## src/rtl/axis_arb_pkg.sv

```systemverilog
// Shared types and constants for the round-robin stream arbiter.
package axis_arb_pkg;

    typedef enum logic {
        ARB_IDLE,
        ARB_GRANT
    } arb_state_t;

    localparam int ARB_CNT_WIDTH = 8;

endpackage

```

## src/rtl/rr_priority_picker.sv

```systemverilog
// Combinational round-robin picker: first set request at or after ptr, wrapping.
// The request vector is duplicated so the wrap becomes a plain lowest-bit search.
module rr_priority_picker #(
    parameter int NUM_IN = 4,
    localparam int IDX_W = $clog2(NUM_IN)
) (
    input  logic [NUM_IN-1:0] req,
    input  logic [IDX_W-1:0]  ptr,
    output logic              found,
    output logic [IDX_W-1:0]  index
);

    logic [2*NUM_IN-1:0] req_dbl;
    logic [2*NUM_IN-1:0] masked;

    always_comb begin
        req_dbl = {req, req};
        masked  = '0;
        for (int i = 0; i < 2*NUM_IN; i++) begin
            masked[i] = req_dbl[i] && (i >= int'(ptr));
        end
    end

    // Scan downward so the lowest set bit is the last one written.
    always_comb begin
        found = 1'b0;
        index = '0;
        for (int i = 2*NUM_IN-1; i >= 0; i--) begin
            if (masked[i]) begin
                found = 1'b1;
                index = IDX_W'(i % NUM_IN);
            end
        end
    end

endmodule

```

## src/rtl/axis_rr_arbiter.sv

```systemverilog
// Round-robin arbiter sharing one registered AXI4-Stream output among NUM_IN
// requesters, granting each for at most BURST_LEN beats.
module axis_rr_arbiter
    import axis_arb_pkg::*;
#(
    parameter int DATA_WIDTH = 16,
    parameter int NUM_IN     = 4,
    parameter int BURST_LEN  = 4,
    localparam int IDX_W     = $clog2(NUM_IN)
) (
    input  logic                         clk,
    input  logic                         reset,
    input  logic [NUM_IN*DATA_WIDTH-1:0] in_data,
    input  logic [NUM_IN-1:0]            in_valid,
    output logic [NUM_IN-1:0]            in_ready,
    output logic [DATA_WIDTH-1:0]        out_data,
    output logic                         out_valid,
    input  logic                         out_ready,
    output logic [IDX_W-1:0]             grant_id,
    output logic                         busy
);

    localparam logic [ARB_CNT_WIDTH-1:0] LAST_BEAT = ARB_CNT_WIDTH'(BURST_LEN - 1);
    localparam logic [IDX_W-1:0]         LAST_IDX  = IDX_W'(NUM_IN - 1);

    arb_state_t              state;
    logic [IDX_W-1:0]        ptr;
    logic [ARB_CNT_WIDTH-1:0] count;
    logic                    found;
    logic [IDX_W-1:0]        pick;
    logic                    sel_valid;
    logic [DATA_WIDTH-1:0]   sel_data;
    logic                    xfer;

    rr_priority_picker #(
        .NUM_IN (NUM_IN)
    ) u_picker (
        .req   (in_valid),
        .ptr   (ptr),
        .found (found),
        .index (pick)
    );

    assign sel_valid = in_valid[grant_id];
    assign sel_data  = in_data[grant_id*DATA_WIDTH +: DATA_WIDTH];

    // Ready only looks at the output register, so out_ready reaches in_ready
    // through one gate and never reaches out_valid/out_data combinationally.
    always_comb begin
        in_ready = '0;
        if (state == ARB_GRANT) begin
            in_ready[grant_id] = ~out_valid | out_ready;
        end
    end

    assign xfer = sel_valid & in_ready[grant_id];

    always_ff @(posedge clk) begin
        if (reset) begin
            state     <= ARB_IDLE;
            ptr       <= '0;
            count     <= '0;
            grant_id  <= '0;
            busy      <= 1'b0;
            out_valid <= 1'b0;
            out_data  <= '0;
        end else begin
            if (xfer) begin
                out_data  <= sel_data;
                out_valid <= 1'b1;
            end else if (out_ready) begin
                out_valid <= 1'b0;
            end

            case (state)
                ARB_IDLE: begin
                    if (found) begin
                        state    <= ARB_GRANT;
                        grant_id <= pick;
                        count    <= '0;
                        busy     <= 1'b1;
                    end
                end
                ARB_GRANT: begin
                    if (xfer) begin
                        count <= count + 1'b1;
                    end
                    if ((xfer && count == LAST_BEAT) || !sel_valid) begin
                        state <= ARB_IDLE;
                        busy  <= 1'b0;
                        ptr   <= (grant_id == LAST_IDX) ? '0 : grant_id + 1'b1;
                    end
                end
                default: state <= ARB_IDLE;
            endcase
        end
    end

endmodule
```

## config.mk

```make
export PLATFORM = sky130hd
export DESIGN_NAME = axis_rr_arbiter
export DESIGN_NICKNAME = d
export VERILOG_FILES = /design/src/rtl/axis_arb_pkg.sv /design/src/rtl/rr_priority_picker.sv /design/src/rtl/axis_rr_arbiter.sv
export SDC_FILE = /design/constraint.sdc
export NUM_CORES = 1
export LEC_CHECK = 0
export ABC_AREA = 1
export BUFFER_PORTS_ARGS = -buffer_cell sky130_fd_sc_hd__buf_2
export CORE_MARGIN = 2
export CORE_UTILIZATION = 46
export CTS_CLUSTER_DIAMETER = 100
export DETAILED_ROUTE_END_ITERATION = 8
export PLACE_DENSITY = 0.81
export SLEW_MARGIN = 30
export SYNTH_ARGS = -nofsm -noshare
export SYNTH_HDL_FRONTEND = slang
export SYNTH_HIERARCHICAL = 1
export SYNTH_SLANG_ARGS = --single-unit
```

## constraint.sdc

```tcl
create_clock -name clk -period 3 [get_ports clk]
set_clock_uncertainty 0.15 [all_clocks]
set_input_delay 0.6 -clock clk [delete_from_list [all_inputs] [get_ports clk]]
set_output_delay 0.6 -clock clk [all_outputs]
set_load 0.05 [all_outputs]
```

After elaboration in Yosys (flattened, before gate mapping) --
Index checks and enable logic that the tools add are counted.
Word-level totals: flip-flop bits (word level) 31, input port bits 71
Operators by class: add/sub/neg operators 2, magnitude comparators 5, equality and inequality tests 5, shift-type cells 1, multiplexer cells 33, bitwise logic cells 5, reduce and logical (&&, ||, !) cells 12
Operator list (count):
- $shiftx A64 B7 Y16 | 1
- $mux W1 | 16
- $mux W2 | 8
- $mux W8 | 2
- $pmux W8 S2 | 1
- $add A8 B1 Y8 const B | 1
- $eq A8 B2 Y1 const B | 1
- $reduce_and A2 Y1 | 4
- $logic_and A1 B1 Y1 | 5
- $and A4 B4 Y4 | 1
- $bmux W1 S2 | 2
- $ge A1 B2 Y1 const A | 2
- $mux W4 | 1
- $ne A2 B1 Y1 const B | 2
- $pmux W1 S2 | 2
- $lt A2 B3 Y1 const B | 1
- $add A2 B1 Y2 const B | 1
- $demux W1 S2 | 1
- $eq A2 B2 Y1 const B | 1
- $ge A2 B1 Y1 const B | 1
- $ge A2 B2 Y1 const A | 1
- $ne A2 B2 Y1 const B | 1
- $not A1 Y1 | 2
- $reduce_bool A2 Y1 | 1
- 4 further kinds | 4

Depth between registers and ports, before layout --
Gate-level depths: netlist of run 1.
depth after elaboration 13, depth in mapped cells 13, depth with buffers taken out 10

Hierarchy --
Netlist of run 1, hierarchy kept.
Modules (own cells, without submodules):
- axis_rr_arbiter | instances 1, cells an instance 286, area an instance 1894.3 um^2, sequential area each 620.6 um^2
- rr_priority_picker | instances 1, cells an instance 19, area an instance 86.3 um^2, sequential area each 0.0 um^2

Worst setup path before layout of run 1 --
OpenSTA, ideal clock, no wires.
path kind register to output, start point reg grant_id[0], end point out in_ready[0], data arrival time 2101 ps, setup slack 149 ps, stages on the path, launching flop included 8, buffers on the path 3, cells stage by stage dfxtp_1 buf_6 clkinv_2 buf_6 clkbuf_1 ha_1 nand2_1 nor2_1
Between the ends: longest elaborated chain between the ends 6
RTL lines:
- start, declared | line axis_rr_arbiter.sv:19 | output logic [IDX_W-1:0] grant_id,
- start signal, assigned | line axis_rr_arbiter.sv:79 | grant_id <= pick;
- $lt A2 B3 Y1 (implied by the code) / $ge A2 B1 Y1 (equally long branches) | line axis_rr_arbiter.sv:52 | in_ready[grant_id] = ~out_valid | out_ready;
- $logic_and A1 B1 Y1 (implied by the code) | line axis_rr_arbiter.sv:52
- $mux W1 (implied by the code) | line axis_rr_arbiter.sv:52
- $demux W1 S2 (*) | line axis_rr_arbiter.sv:52
- $and A4 B4 Y4 (no line) (*)
- $mux W4 (*) | line axis_rr_arbiter.sv:51 | if (state == ARB_GRANT) begin
- end, declared | line axis_rr_arbiter.sv:15 | output logic [NUM_IN-1:0] in_ready,
Mark *: on every way between the ends. The rest lies on a longest branch, timed or not.

Worst setup path in the final report of run 1 --
Ends and elaborated chain as after synthesis.

==> flow_summary.yaml, run 1 <==
status:
  outcome: "completed"
routing:
  postRouteAntennaNets: 0
  viasPerCell: 5.17
  routedWlPerCell_um: 11.9
  vias: 2287
  finalWirelength_mm: 5.25
  drt_iter0_drc: 108
  route.detailed.drc: 0
  drt-pass1-iter-count: 4
placement:
  dpl_cell_area_um2: 2430
  place.gp.congestion: 0.864
  portBuffers: 94
  place_hpwl_mm: 3.88
worst_setup_path:
  critPathMaxStageDelay_ns: 0.48
  worstSetupStartpointType: "register"
  critPathBufInv: 2
  end_kind: "output port"
  worstSetupPathType: "reg2out"
  critPathArrivalTime_ns: 1.94
  path_max_fanout: 41
  crit_chain: "clkinv_2 -> ha_1 -> nand2_1 -> nor2_1 -> buf_2"
  cp_slowest_cell: "dfxtp_1"
  cp.required_ns: 2.25
  path_delay_family: "buffers and inverters"
clock_tree:
  clk_pin_slew_ns: 0.07
  postCtsSetupBuffers: 0
  cts_resized: 0
  clock_path_buffers: 2
  cts.sinks: 31
  htree_levels: 2
  cts_tree: "done"
  cts-root-buf: "clkbuf_8"
  holdBufCountCts: 0
  cts_buffers: 5
  insertion_delay_ns: 0.29
synthesis:
  synth_area_per_cell_um2: 6.49
  netlist_area_um2: 1980
  synthesis.nets: 381
  seq_area_frac_synth: 0.313
  synth_cell_types: 30
  synth-main-ff-cell: "dfxtp_1"
  yosys_register_bits: 31
  synthCells: 305
  ys_async_sr_fraction: 0
  synth_edf_count: 0
  yosysWarnings: 6
power:
  power_density_nw_per_um2: 587
  power_leakage_nw: 1.28
  vdd_drop_max_mv: 0.329
  power_mw: 1.50
grt:
  grt_max_degree: 42
  grt_pass1_vias: 2178
  grt_use_total: 0.226
  antenna_found_initial: 0
  grt_pass1_wl_mm: 9.09
  grt.overflow.total: 0
timing:
  drv_slew: 0
  rsz0062_at_grt: "no"
  period_minus_slack_ns: 2.69
  worst_pin_slew_ns: 0.589
  finalSetupTns_ns: 0
  finalCritPeriodShare: 0.895
  timing.fmax_mhz: 372
  max_slew_margin: 0.607
  hold_violations: 0
  finalSetupViolations: 0
die:
  start_util: 0.485
  die_h_um: 69.6
  io_pins: 95
  row_count: 23
  dieArea_um2: 4850
  die_x_um: 69.6
  placeableCoreArea_um2: 4090
final_layout:
  n_antenna_cell: 0
  final_cell_area_um2: 2550
  area_delta_synth_final_pct: 28.6
  nets: 467
  utilization: 0.623
  drive_above_1_share: 0.301
job:
  max-cap-violations: 0
worst_hold_path:
  hold_path.class: "reg2reg"
-- per-layer routing --
layer  up-vias  GRT usage  share of wire
met4         0     0.0855          0.015
met2        69      0.409           0.49
met3         9     0.0552          0.063
li1       1179          -              -
met1      1030      0.254           0.43
met5         -          0              0
-- sequential cells by signal, indices dropped and copies added (netlist names) --
name,cells
out_data,16
busy,1
state,1
count,8
out_valid,1
ptr,2
grant_id,2
-- worst paths after layout --
kind                               endpoint  cells past startpoint  slack [ns]   startpoint
worst max-delay path            in_ready[0]                      5        0.31  grant_id[0]
worst min-delay path               count[7]                      2        0.33     count[7]
worst max register to register     count[5]                      9        0.61  grant_id[0]
worst min register to register     count[7]                      2        0.33     count[7]
-- worst reg2reg max path: cells and delay by family (launching register included) --
family	cells	cell delay, ns
AO/OA/AOI/OAI	1	0.13
adder cells (fa/ha/maj)	1	0.41
buffers and inverters	1	0.45
flip-flops	1	0.48
AND/OR/NAND/NOR	6	0.70
-- power breakdown --
part           total, mW  switching (mW)  internal, mW
logic              0.574           0.405         0.169
clock network      0.425           0.157         0.268
registers          0.497          0.0335         0.463
total               1.50           0.595         0.901
-- synthesized netlist by cell type, types with 2 or more instances --
cell type	instances	area [um^2]
nor2_1	83	312
o21ai_0	48	240
nand2_1	32	120
dfxtp_1	31	621
inv_1	19	71.3
o22ai_1	16	100
a21oi_1	14	70.1
clkbuf_1	11	41.3
nand3_1	9	45.0
buf_6	5	56.3
ha_1	5	62.6
o21ai_1	5	25.0
nand4_1	4	25.0
nand3_2	3	30.0
a21oi_2	2	17.5
buf_2	2	10.0
nand3b_1	2	15.0
xor2_1	2	17.5
-- layout make-up --
type	instances	area (um^2)
clock buffer	6	82.6
clock inverter	2	35.0
fill	403	1540
inverter	23	90.1
multi-input combinational	233	1160
sequential	31	621
tap	50	62.6
timing repair buffer	97	493
-- stage by stage --
step,hold WS [ns],instances,worst slack (ns)
2_1_floorplan,0.302,305,0.149
3_3_place_gp,0.314,434,0.690
3_5_place_dp,0.326,434,0.614
4_1_cts,0.338,442,0.310
5_1_grt,0.358,442,0.141
6_report,0.333,442,0.314
-- cell families (layout without fill, tap and decap cells) --
kind of cell | Yosys count | count (layout) | synth area share
xor+xnor | 2 | 2 | 0.00885
flops | 31 | 31 | 0.313
simple gates | 138 | 138 | 0.304
compound gates | 88 | 88 | 0.242
fa+ha+maj | 5 | 5 | 0.0316
buf+inv | 41 | 128 | 0.0998
-- layout by cell type, fill, tap and decap left out --
| cell type | count |
|---|---|
| nor3_1 | 1 |
| inv_4 | 1 |
| nor2_1 | 83 |
| nand3_1 | 9 |
| a21oi_1 | 14 |
| clkbuf_8 | 6 |
| o21ai_1 | 5 |
| nor2_4 | 1 |
| clkinv_2 | 2 |
| a21oi_2 | 2 |
| buf_4 | 3 |
| o21ai_0 | 48 |
| nand4_1 | 4 |
| nor2_8 | 1 |
| xor2_1 | 2 |
| bufinv_16 | 1 |
| ha_1 | 5 |
| o21bai_1 | 1 |
| o22ai_1 | 16 |
| nand3_2 | 3 |
| nand2_4 | 1 |
| or2_4 | 1 |
| nand3b_1 | 2 |
| inv_2 | 1 |
| inv_1 | 19 |
| o211ai_1 | 1 |
| nand2_1 | 32 |
| clkinv_1 | 1 |
| buf_2 | 94 |
| o21bai_2 | 1 |
| dfxtp_1 | 31 |
Note: power is estimated with default switching activity, not from simulation.
==> run 2, diff against run 1 <==
Settings changed: CORE_UTILIZATION 46 to 35, PLACE_DENSITY 0.81 to 0.64.
==> run 2 against run 1 <==
Effect of this change: die area increased by 29%; flip-flop and latch count stayed put; sequential power about the same; cell count grew 5.0%; global-route usage fell by 4.1 points; setup slack improved by 0.048 ns; via count decreased by 0.13%; clock power fell by 24%; critical path depth did not move.
==> flow_summary.yaml, run 2 (synthesized netlist as in run 1, its figures left out) <==
routing:
  vias: 2284
  dr.max_layer_used: "met4"
  routed-wl-met2_mm: 2.52
  finalWirelength_mm: 5.60
  routedWlPerCell_um: 12.1
  drt-pass1-iter-count: 4
  drt_iter0_drc: 99
  dr_wl_met3_um: 316
  drt-met1-wl_mm: 2.70
  viasPerCell: 4.92
  route.detailed.drc: 0
  postRouteAntennaNets: 0
timing:
  rsz0062_at_grt: "no"
  finalSetupTns_ns: 0
  hold_violations: 0
  finalCritPeriodShare: 0.879
  drv_slew: 0
  max_slew_margin: 0.615
  period_minus_slack_ns: 2.64
  worst_pin_slew_ns: 0.577
  timing.fmax_mhz: 379
  finalSetupViolations: 0
final_layout:
  n_antenna_cell: 0
  utilization: 0.466
  layout.cells.non_filler: 464
  seq_area_um2: 621
  layout_commonest_cell: "buf_2"
  nets: 468
  drive_above_1_share: 0.301
  multi_input_area_um2: 1160
  area_delta_synth_final_pct: 28.8
  reg.largest.list: "out_data x16, count x8"
  nFillCells: 604
  mostFrequentLayoutCells: "buf_2, nor2_1, o21ai_0, nand2_1, dfxtp_1"
  largest_register: "out_data"
  largest_reg_flops: 16
worst_setup_path:
  cp.required_ns: 2.25
  regToRegSetupSlack_ns: 0.63
  worstSetupPathType: "reg2out"
  crit_cells: 5
  critPathArrivalTime_ns: 1.89
  crit_end: "in_ready[0]"
  critPathBufInv: 2
  path_max_fanout: 18
  crit_chain: "clkinv_2 -> ha_1 -> nand2_1 -> nor2_1 -> buf_2"
  worstSetupStartpointType: "register"
  end_kind: "output port"
  r2r_end: "out_data[2]"
  ff2ff_path_depth: 9
  critical_path.startpoint: "grant_id[0]"
  path_delay_family: "flip-flops"
  r2r_start: "grant_id[0]"
  cp_slowest_cell: "dfxtp_1"
  critPathMaxStageDelay_ns: 0.63
clock_tree:
  cts_resized: 0
  cts-root-buf: "clkbuf_8"
  cts_buffers: 5
  cts.sinks: 31
  cts_tree: "done"
  clk_pin_slew_ns: 0.06
  postCtsSetupBuffers: 0
  insertion_delay_ns: 0.27
  clock_path_buffers: 2
  htree_levels: 2
  holdBufCountCts: 0
die:
  start_util: 0.362
  die_h_um: 79.2
  dieArea_um2: 6280
  row_count: 27
  die_x_um: 79.2
  placeableCoreArea_um2: 5470
  io_pins: 95
power:
  p_seq_frac: 0.357
  p_sw_mw: 0.584
  power_leakage_nw: 1.27
  power_density_nw_per_um2: 548
  p_int_mw: 0.814
  clkPwrFrac: 0.231
  power_mw: 1.40
  vdd_drop_max_mv: 0.274
  comb_power_share: 0.412
  p_sw_frac: 0.418
placement:
  place_hpwl_mm: 4.15
  portBuffers: 94
  dp_cells: 457
  place.gp.congestion: 0.811
grt:
  grt_use_total: 0.185
  grt_pass1_wl_mm: 9.34
  grt.overflow.total: 0
  grt_max_degree: 27
  grt_pass1_vias: 2066
  antenna_found_initial: 0
job:
  max-cap-violations: 0
worst_hold_path:
  hold_depth: 2
  hold_path.class: "reg2reg"
status:
  outcome: "completed"
run 2: per-layer routing:
layer | GRT usage | up-vias
met5 | 0 | -
met4 | 0.0603 | 0
met3 | 0.0284 | 4
met2 | 0.303 | 78
met1 | 0.248 | 1017
li1 | - | 1185
run 2: tightest hold or removal path, delay by kind of cell, from the launching register on:
family	cells	cell delay (ns)
DFF	1	0.32
and+or+nand+nor	2	0.12
run 2: how the worst min path moves through the flow:
stage	start	to
after global routing	count[6]	count[6]
after CTS	busy	busy
final	busy	busy
after floorplan	count[6]	count[6]
after global placement	count[1]	count[1]
after detailed placement	busy	busy
run 2: area by class of cell:
| cell class | instances | area share |
|---|---|---|
| Multi-Input combinational cell | 233 | 0.456 |
| Sequential cell | 31 | 0.243 |
| Timing Repair Buffer | 98 | 0.196 |
| Inverter | 23 | 0.0353 |
| Tap cell | 72 | 0.0353 |
| Clock buffer | 6 | 0.0324 |
| Clock inverter | 1 | 0.00196 |
run 2: through the flow:
stage                     hold slack, ns  setup slack, ns  cell area, um^2
after floorplan                    0.302            0.149             1980
after global placement             0.321            0.717             2460
after detailed placement           0.323            0.613             2460
after CTS                          0.339            0.359             2550
after global routing               0.358            0.198             2550
final                              0.331            0.363             2550
run 2: power by group through the flow:
stage	Sequential [mW]	Clock [mW]	Combinational [mW]
global placement	0.506	0	0.573
floorplan	0.648	0	0.300
global route	0.507	0.353	0.634
CTS	0.500	0.332	0.580
detailed placement	0.508	0	0.579
finish	0.499	0.323	0.576
